[src/rtl/plic_ctrl.sv]
// Platform-level interrupt controller: per-source synchroniser, level/edge
// gateway, pending latch, priority/enable/threshold arbitration and a
// claim/complete handshake on a simple word-addressed register bus.
module plic_ctrl #(
  parameter int N_SRC       = 16,
  parameter int PRIO_W      = 3,
  parameter int SYNC_STAGES = 2
) (
  input  logic              clk,
  input  logic              rst_n,
  input  logic [N_SRC-1:0]  int_i,
  input  logic              we_i,
  input  logic              re_i,
  input  logic [7:0]        addr_i,
  input  logic [31:0]       wdata_i,
  output logic [31:0]       rdata_o,
  output logic              int_o
);

  localparam int ID_W  = 5;
  localparam int IDX_W = (N_SRC > 1) ? $clog2(N_SRC) : 1;

  // Word indices (addr_i[7:2]) of the control registers; words below N_SRC are PRIO[i].
  localparam logic [5:0] W_PENDING = 6'h10;
  localparam logic [5:0] W_ENABLE  = 6'h11;
  localparam logic [5:0] W_THRESH  = 6'h12;
  localparam logic [5:0] W_CLAIM   = 6'h13;
  localparam logic [5:0] W_MODE    = 6'h14;

  localparam logic [5:0]      N_SRC_W = 6'(N_SRC);
  localparam logic [ID_W-1:0] MAX_ID  = ID_W'(N_SRC);

  logic [N_SRC-1:0]  sync_q [SYNC_STAGES];
  logic [N_SRC-1:0]  s_prev;
  logic [N_SRC-1:0]  s;
  logic [PRIO_W-1:0] prio_q [N_SRC];
  logic [N_SRC-1:0]  enable_q, mode_q, pending_q, in_service_q;
  logic [PRIO_W-1:0] thresh_q;

  logic [5:0]        word;
  logic              wr, claim, complete;
  logic [ID_W-1:0]   cid;
  logic [N_SRC-1:0]  eligible;
  logic [ID_W-1:0]   best_id;
  logic [PRIO_W-1:0] best_prio;
  logic [N_SRC-1:0]  claim_mask, complete_mask, set_mask;
  logic [N_SRC-1:0]  pending_d, in_service_d;
  logic [31:0]       rd;
  logic              unused;

  assign word     = addr_i[7:2];
  assign wr       = we_i & ~re_i;          // a simultaneous read takes precedence
  assign claim    = re_i & (word == W_CLAIM);
  assign complete = wr & (word == W_CLAIM);
  assign cid      = wdata_i[ID_W-1:0];
  assign s        = sync_q[SYNC_STAGES-1];
  assign unused   = &{1'b0, addr_i[1:0], wdata_i};

  // Synchroniser chain per line plus one extra flop for rising-edge detection.
  // NOTE: synchroniser flops are reset so edge detection cannot fire on stale X/garbage after reset.
  always_ff @(posedge clk or negedge rst_n) begin
    if (!rst_n) begin
      for (int k = 0; k < SYNC_STAGES; k++) sync_q[k] <= '0;
      s_prev <= '0;
    end else begin
      // NOTE: non-blocking assignments make every stage sample the old value of its predecessor.
      sync_q[0] <= int_i;
      for (int k = 1; k < SYNC_STAGES; k++) sync_q[k] <= sync_q[k-1];
      s_prev <= s;
    end
  end

  // Arbitration: highest priority eligible source wins, ties go to the lowest index.
  always_comb begin
    // NOTE: defaults first so no path through the loop leaves a variable unassigned (no latches).
    eligible  = '0;
    best_id   = '0;
    best_prio = '0;
    for (int i = 0; i < N_SRC; i++) begin
      eligible[i] = pending_q[i] & enable_q[i] & ~in_service_q[i] & (prio_q[i] > thresh_q);
      if (eligible[i] && (best_id == '0 || prio_q[i] > best_prio)) begin
        best_id   = ID_W'(i + 1);
        best_prio = prio_q[i];
      end
    end
  end

  // Gateway next-state: claim clears, a new request sets; for edge sources the set wins.
  always_comb begin
    claim_mask    = '0;
    complete_mask = '0;
    if (claim && best_id != '0) claim_mask = N_SRC'(1) << (best_id - ID_W'(1));
    if (complete && cid != '0 && cid <= MAX_ID) complete_mask = N_SRC'(1) << (cid - ID_W'(1));
    set_mask     = (mode_q & s & ~s_prev) | (~mode_q & s & ~in_service_q & ~claim_mask);
    pending_d    = (pending_q & ~claim_mask) | set_mask;
    in_service_d = (in_service_q | claim_mask) & ~complete_mask;
  end

  // Register read multiplexer; reading CLAIM returns the current winner.
  always_comb begin
    rd = '0;
    if (word < N_SRC_W) rd[PRIO_W-1:0] = prio_q[word[IDX_W-1:0]];
    case (word)
      W_PENDING: rd[N_SRC-1:0]  = pending_q;
      W_ENABLE:  rd[N_SRC-1:0]  = enable_q;
      W_THRESH:  rd[PRIO_W-1:0] = thresh_q;
      W_CLAIM:   rd[ID_W-1:0]   = best_id;
      W_MODE:    rd[N_SRC-1:0]  = mode_q;
      default:   ;
    endcase
  end

  // Software-writable configuration registers.
  always_ff @(posedge clk or negedge rst_n) begin
    if (!rst_n) begin
      for (int i = 0; i < N_SRC; i++) prio_q[i] <= '0;
      enable_q <= '0;
      thresh_q <= '0;
      mode_q   <= '0;
    end else if (wr) begin
      if (word < N_SRC_W) prio_q[word[IDX_W-1:0]] <= wdata_i[PRIO_W-1:0];
      case (word)
        W_ENABLE: enable_q <= wdata_i[N_SRC-1:0];
        W_THRESH: thresh_q <= wdata_i[PRIO_W-1:0];
        W_MODE:   mode_q   <= wdata_i[N_SRC-1:0];
        default:  ;
      endcase
    end
  end

  // Interrupt state, registered request output and registered read data.
  always_ff @(posedge clk or negedge rst_n) begin
    if (!rst_n) begin
      pending_q    <= '0;
      in_service_q <= '0;
      int_o        <= 1'b0;
      rdata_o      <= '0;
    end else begin
      pending_q    <= pending_d;
      in_service_q <= in_service_d;
      int_o        <= (best_id != '0);
      if (re_i) rdata_o <= rd;
    end
  end

endmodule

[config.mk]
export PLATFORM = sky130hd
export DESIGN_NAME = plic_ctrl
export DESIGN_NICKNAME = d
export VERILOG_FILES = /design/src/rtl/plic_ctrl.sv
export SDC_FILE = /design/constraint.sdc
export NUM_CORES = 1
export LEC_CHECK = 0
export CAP_MARGIN = 20
export CORE_MARGIN = 1.5
export CORE_UTILIZATION = 30
export DETAILED_ROUTE_END_ITERATION = 8
export SETUP_SLACK_MARGIN = 0.15
export SLEW_MARGIN = 20
export SYNTH_ARGS = -nofsm -noshare
export SYNTH_HDL_FRONTEND = slang
export SYNTH_SLANG_ARGS = --single-unit
[constraint.sdc]
create_clock -name clk -period 44.5 [get_ports clk]
set_input_delay 8.9 -clock clk [delete_from_list [all_inputs] [get_ports clk]]
set_output_delay 8.9 -clock clk [all_outputs]
set_load 0.005 [all_outputs]
==> qor.yml, run 1 <==
clock.fmax_ghz: 0.03838
ys_types: 99
routabilityCongestion: 0.8439
cp.depth: 108
yosys.area.top_type_share: 0.4021
insertion_delay_ns: 0.44
yosysWarnings: 0
max_stage_delay_ns: 0.53
dieArea_um2: 38510
grt_first_pass_wirelength_um: 50450
clockBufferDepth: 2
synthCells: 1094
worst_hold_slack_ns: 0.3464
wirelength_um: 31590
timing.clock.skew_ns: 0.01712
wire_per_inst_um: 19.36
place_area_um2: 12280
postSynth.asyncResetShare: 1.000
rsz0062_at_grt: "false"
tritoncts_num_sinks: 180
power_density_nw_per_um2: 36.09
ctsHoldBuffers: 0
hold_path_depth: 0
postSynthAreaPerCell_um2: 10.24
arrival_ns: 26.36
worst_slew_pin_slew_ns: 0.9695
drt-initial-drc-count: 824
period_needed_ns: 26.05
avgViaCountPerCell: 5.485
vias: 8952
hp-class: "flop to flop"
ant_nets: 0
post_cts_resized: 0
hpwlAfterDp_um: 23660
report.power.total_uw: 465.6
power.static_leakage_nw: 5.394
cts_buffers: 17
die-height_um: 196.2
drt_pass1_iterations: 6
start_util: 0.3053
ir_drop_mv: 0.03137
drc_errors: 0
worst_path_dominant_cell_family: "compound AO/OA/AOI/OAI gates"
design.portCount: 93
nNetsFinal: 1287
worst-path-buf-inv: 1
core_region_area_um2: 36700
path_common_cell: "ha_1"
post-route-period-util: 0.5855
end_kind: "flop"
criticalPathCategory: "flop to flop"
cts_tree: "done"
max_slew_headroom: 0.3516
endpoint_of_the_worst_hold_timing_path: "s[12]$_DFF_PN0_"
cp.required_ns: 44.81
clk_transition_reported_paths_ns: 0.08
drive_above_1_share: 0.1641
antenna_violations_before_repair: 0
crit_path_max_fanout: 11
final_max_slew_viol_count: 0
post-cts-setup-buffers: 0
final_setup_violation_count: 0
result_of_the_run: "finished clean"
synth_top_area_cell: "dfrtp_1"
clock_tree.htree_level_count: 4
ys.flop_type: "dfrtp_1"
fin_area_um2: 12900
std_cell_rows: 70
port_buffers: 58
grt_overflow_total: 0
crit_slowest_cell: "o21a_1"
synth_enable_flop_cells: 0
grt_pass1_vias: 8752
setup_total_negative_slack_ns: 0
synth-seq-area-share: 0.4021
rr_endpoint: "pending_q[1]$_DFF_PN0_"
overall_fraction_of_global_route_tracks_in_use: 0.1680
worst-r2r-setup-slack_ns: 18.45
clock_root_cell: "clkbuf_16"
antenna_cells: 0
ys_ff_latch: 180
finalHoldViolations: 0
max_cap_violations: 0
worst-r2r-cell-count: 108
crit_path_start_kind: "flop"
biggest_area_contributors_in_the_synthesized_netlist: "dfrtp_1 (40%), mux2_2 (9.2%), ha_1 (8.4%)"
worst_min_delay_path_startpoint: "sync_q[28]$_DFF_PN0_"
crit-reg2reg-launch: "prio_q[47]$_DFFE_PN0P_"
post_synth_instance_area_um2: 11200
fp.dieW_um: 196.2
areaGrowthSynthToFinish_pct: 15.16
grt_start_max_net_pins: 130
layer usage:
metal  up-vias  global-route usage  wire length (um)
met5         -                   0                 0
met2       269              0.2781             15040
met3        36             0.02390              1482
met4         0             0.05214               650
li1       4186                   -                 -
met1      4461              0.2266             14420
stage by stage:
stage	utilization	worst slack [ns]	std cells
2_1_floorplan	-	21.61	1109
3_3_place_gp	0.3346	19.04	1600
3_5_place_dp	0.3346	18.81	1600
4_1_cts	0.3508	18.62	1631
5_1_grt	0.3515	16.35	1632
6_report	0.3515	18.45	1632
cell usage after synthesis, types with 8 or more instances:
master / count
nor4_1: 10
o211ai_1: 13
mux2_2: 92
nand2_1: 96
buf_4: 16
o21a_1: 11
nand2b_1: 12
or3_1: 8
nor2b_1: 15
a21o_1: 10
a222oi_1: 13
and2_1: 15
dfrtp_1: 180
and3_1: 14
ha_1: 75
a21oi_1: 52
nor3_1: 18
nand3_1: 19
clkbuf_1: 28
a211oi_1: 9
inv_1: 69
o22ai_1: 24
o21ai_0: 41
mux4_2: 15
nor2_1: 69
cell type report:
cell class	instances	area (um^2)
timing repair buffer	72	709.4
clock buffer	17	425.4
sequential	180	4504
clock inverter	14	166.4
fill	3642	23800
tap	468	585.6
multi-input combinational	812	6250
inverter	69	259.0
power by group:
part / internal [mW] / leakage, nW / switching (mW)
Sequential: 0.173 / 2.26 / 0.0114
Combinational: 0.0532 / 2.85 / 0.0755
Clock: 0.0797 / 0.282 / 0.0724
cell families after synthesis:
family | share of synthesized area
AO/OA/AOI/OAI | 0.1928
multiplexers | 0.1273
AND/OR/NAND/NOR | 0.1457
buffers and inverters | 0.04546
flip-flops | 0.4021
adder cells (fa/ha/maj) | 0.08556
XOR/XNOR | 0.0007820
other | 0.0003348
registers in the layout, summed over array words and instances, names as in the netlist, 16 cells and up:
| register | cells |
|---|---|
| in_service_q | 16 |
| s_prev | 16 |
| pending_q | 16 |
| prio_q | 48 |
| enable_q | 16 |
| mode_q | 16 |
| s | 16 |
| sync_q | 16 |
| rdata_o | 16 |
how the worst max path moves through the flow:
stage,startpoint,endpoint,slack [ns]
3_5_place_dp,prio_q[47]$_DFFE_PN0P_,pending_q[1]$_DFF_PN0_,18.81
2_1_floorplan,thresh_q[2]$_DFFE_PN0P_,pending_q[5]$_DFF_PN0_,21.61
4_1_cts,thresh_q[2]$_DFFE_PN0P_,pending_q[1]$_DFF_PN0_,18.62
3_3_place_gp,prio_q[47]$_DFFE_PN0P_,pending_q[1]$_DFF_PN0_,19.04
6_report,prio_q[47]$_DFFE_PN0P_,pending_q[1]$_DFF_PN0_,18.45
5_1_grt,thresh_q[2]$_DFFE_PN0P_,pending_q[1]$_DFF_PN0_,16.35
layout by cell type, fill, tap and decap left out, types with 8 or more instances in the layout:
master / count
dfrtp_1: 180
nand2_1: 96
mux2_2: 92
ha_1: 75
inv_1: 69
nor2_1: 69
clkdlybuf4s50_1: 57
a21oi_1: 52
o21ai_0: 41
o22ai_1: 24
nand3_1: 19
nor3_1: 17
clkbuf_16: 17
conb_1: 16
and2_1: 15
nor2b_1: 15
mux4_2: 15
and3_1: 14
o211ai_1: 13
a222oi_1: 13
buf_4: 13
nand2b_1: 12
o21a_1: 11
a21o_1: 10
nor4_1: 10
a211oi_1: 9
or3_1: 8
(Power assumes the default switching activity.)
==> run 2, diff against run 1 <==
clock period = 23.7 ns   (was 44.5 ns; I/O delays follow)
==> qor.yml, run 2 (same netlist as run 1, synthesis figures left out) <==
overall_fraction_of_global_route_tracks_in_use: 0.1701  # was 0.1680
cts_tree: "done"  # unchanged
final_setup_violation_count: 0  # unchanged
antenna_cells: 0  # unchanged
fillerInstances: 3620  # was 3,642
place_inst: 1616  # was 1,600
clock_tree.htree_level_count: 4  # unchanged
worst_slew_pin_slew_ns: 1.128  # was 0.9695 ns
cts_buffers: 17  # unchanged
end_kind: "flop"  # unchanged
max_stage_delay_ns: 0.41  # was 0.53 ns
fin_area_um2: 13370  # was 12,900 um^2
power_density_nw_per_um2: 67.38  # was 36.09 nW/um^2
finalHoldViolations: 0  # unchanged
result_of_the_run: "finished clean"  # unchanged
std_cell_rows: 70  # unchanged
crit_slowest_cell: "dfrtp_1"  # was o21a_1
crit-reg2reg-launch: "prio_q[47]$_DFFE_PN0P_"  # unchanged
busiest_layer: "met2"  # unchanged
clk_transition_reported_paths_ns: 0.08  # about the same
dieArea_um2: 38510  # unchanged
vias: 9139  # was 8,952
period_needed_ns: 22.39  # was 26.05 ns
max_slew_headroom: 0.2458  # was 0.3516
clockBufferDepth: 2  # unchanged
ir_drop_mv: 0.06051  # was 0.03137 mV
grt_first_pass_wirelength_um: 50970  # was 50,450 um
insertion_delay_ns: 0.44  # about the same
grt_start_max_net_pins: 120  # was 130
final_max_slew_viol_count: 0  # unchanged
worst_path_dominant_cell_family: "compound AO/OA/AOI/OAI gates"  # unchanged
largest_register_ffs: 48  # unchanged
setup_total_negative_slack_ns: 0  # unchanged
cp.required_ns: 24.02  # was 44.81 ns
wirelength_um: 32520  # was 31,590 um
final_cell_mix: "dfrtp_1 (180), nand2_1 (95), mux2_2 (91)"  # was dfrtp_1 (180), nand2_1 (96), mux2_2 (92)
die-height_um: 196.2  # unchanged
worst_min_delay_path_startpoint: "sync_q[23]$_DFF_PN0_"  # was sync_q[28]$_DFF_PN0_
final_common_cell: "dfrtp_1"  # unchanged
crit_path_max_fanout: 8  # was 11
worst_hold_slack_ns: 0.3475  # was 0.3464 ns
tritoncts_num_sinks: 180  # unchanged
worst-r2r-cell-count: 110  # was 108
grt.met1_usage: 0.2267  # was 0.2266
drc_errors: 0  # unchanged
criticalPathCategory: "flop to flop"  # unchanged
drive_above_1_share: 0.2240  # was 0.1641
hpwlAfterDp_um: 23830  # was 23,660 um
path_common_cell: "ha_1"  # unchanged
areaGrowthSynthToFinish_pct: 19.36  # was 15.16%
clock_root_cell: "clkbuf_16"  # unchanged
endpoint_of_the_worst_hold_timing_path: "s[7]$_DFF_PN0_"  # was s[12]$_DFF_PN0_
timing.clock.skew_ns: 0.01179  # was 0.01712 ns
start_util: 0.3053  # unchanged
regMostFlops: "prio_q"  # unchanged
nNetsFinal: 1324  # was 1,287
power.static_leakage_nw: 5.601  # was 5.394 nW
wire_per_inst_um: 19.49  # was 19.36 um
place_area_um2: 12400  # was 12,280 um^2
drt_pass1_iterations: 7  # was 6
gr-usage-met3: 0.02991  # was 0.02390
hold_path_depth: 0  # unchanged
post-route-period-util: 0.9449  # was 0.5855
clock.fmax_ghz: 0.04466  # was 0.03838 GHz
grt_overflow_total: 0  # unchanged
ant_nets: 0  # unchanged
worst-r2r-setup-slack_ns: 1.31  # was 18.45 ns
fp.dieW_um: 196.2  # unchanged
grt_pass1_vias: 9140  # was 8,752
antenna_violations_before_repair: 0  # unchanged
routabilityCongestion: 0.8547  # was 0.8439
layout.cells.non_filler: 1669  # was 1,632
grt_use_met2: 0.2788  # was 0.2781
core_region_area_um2: 36700  # unchanged
port_buffers: 58  # unchanged
rr_endpoint: "in_service_q[2]$_DFF_PN0_"  # was pending_q[1]$_DFF_PN0_
design.portCount: 93  # unchanged
worst-path-buf-inv: 2  # was 1
max_cap_violations: 0  # unchanged
hp-class: "flop to flop"  # unchanged
crit_path_start_kind: "flop"  # unchanged
avgViaCountPerCell: 5.476  # was 5.485
arrival_ns: 22.71  # was 26.36 ns
drt-initial-drc-count: 704  # was 824
run 2: cell count changes in the layout (fill, tap and decap cells not counted), moves of 3 or more:
cell	delta
buf_4	+37
nor2_1	-9
nor2_2	+9
o21ai_0	-5
a211oi_1	-4
a21oi_1	-4
a21oi_2	+4
inv_8	+4
o21ai_2	+4
a211oi_2	+3
run 2: area by class of cell:
type | count | area (um^2) | share of cell area
Sequential cell | 180 | 4504 | 0.3369
Multi-Input combinational cell | 812 | 6464 | 0.4834
Timing Repair Buffer | 109 | 970.9 | 0.07262
Inverter | 69 | 259.0 | 0.01937
Clock buffer | 17 | 425.4 | 0.03182
Tap cell | 468 | 585.6 | 0.04380
Clock inverter | 14 | 161.4 | 0.01207
run 2: timing repair:
action,CTS,global route
buffers inserted,3,19
pin swaps,2,16
cloned,0,0
resized for setup,4,50
endpoints found under the setup margin,37,38
hold buffers,0,0
run 2: layer usage:
metal,vias up,wire (um)
met4,0,900
met5,-,0
met1,4596,14790
li1,4258,-
met3,64,1308
met2,221,15520
run 2: stage by stage:
| step | total power [mW] | util | setup WS [ns] |
|---|---|---|---|
| 2_1_floorplan | 0.5152 | - | 0.8072 |
| 3_3_place_gp | 0.5911 | 0.3379 | 0.1066 |
| 3_5_place_dp | 0.5971 | 0.3379 | -0.1697 |
| 4_1_cts | 0.8859 | 0.3549 | 0.1586 |
| 5_1_grt | 0.9482 | 0.3643 | -0.01830 |
| 6_report | 0.9008 | 0.3643 | 1.307 |
run 2: how the worst max path moves through the flow:
stage                                       start                   endpoint  slack, ns  depth (start not counted)
after floorplan           thresh_q[2]$_DFFE_PN0P_     pending_q[5]$_DFF_PN0_       0.81                        110
after global placement     prio_q[47]$_DFFE_PN0P_    pending_q[13]$_DFF_PN0_       0.11                        108
after detailed placement   prio_q[47]$_DFFE_PN0P_    pending_q[13]$_DFF_PN0_      -0.17                        109
after CTS                  prio_q[47]$_DFFE_PN0P_     pending_q[3]$_DFF_PN0_       0.16                        110
after global routing      thresh_q[2]$_DFFE_PN0P_  in_service_q[2]$_DFF_PN0_      -0.02                        113
final                      prio_q[47]$_DFFE_PN0P_  in_service_q[2]$_DFF_PN0_       1.31                        110
run 2: power breakdown:
| part | leakage [nW] | internal, mW | total (mW) | switching (mW) |
|---|---|---|---|---|
| sequential | 2.26 | 0.326 | 0.347 | 0.0216 |
| combinational | 3.06 | 0.117 | 0.269 | 0.152 |
| clock | 0.283 | 0.150 | 0.285 | 0.135 |
| total | 5.60 | 0.592 | 0.901 | 0.309 |
==> run 3, diff against run 2 <==
CAP_MARGIN = 5   (was 20)
==> results of run 3 <==
Same layout as run 2: the final DEF is identical, and so are final timing and power.
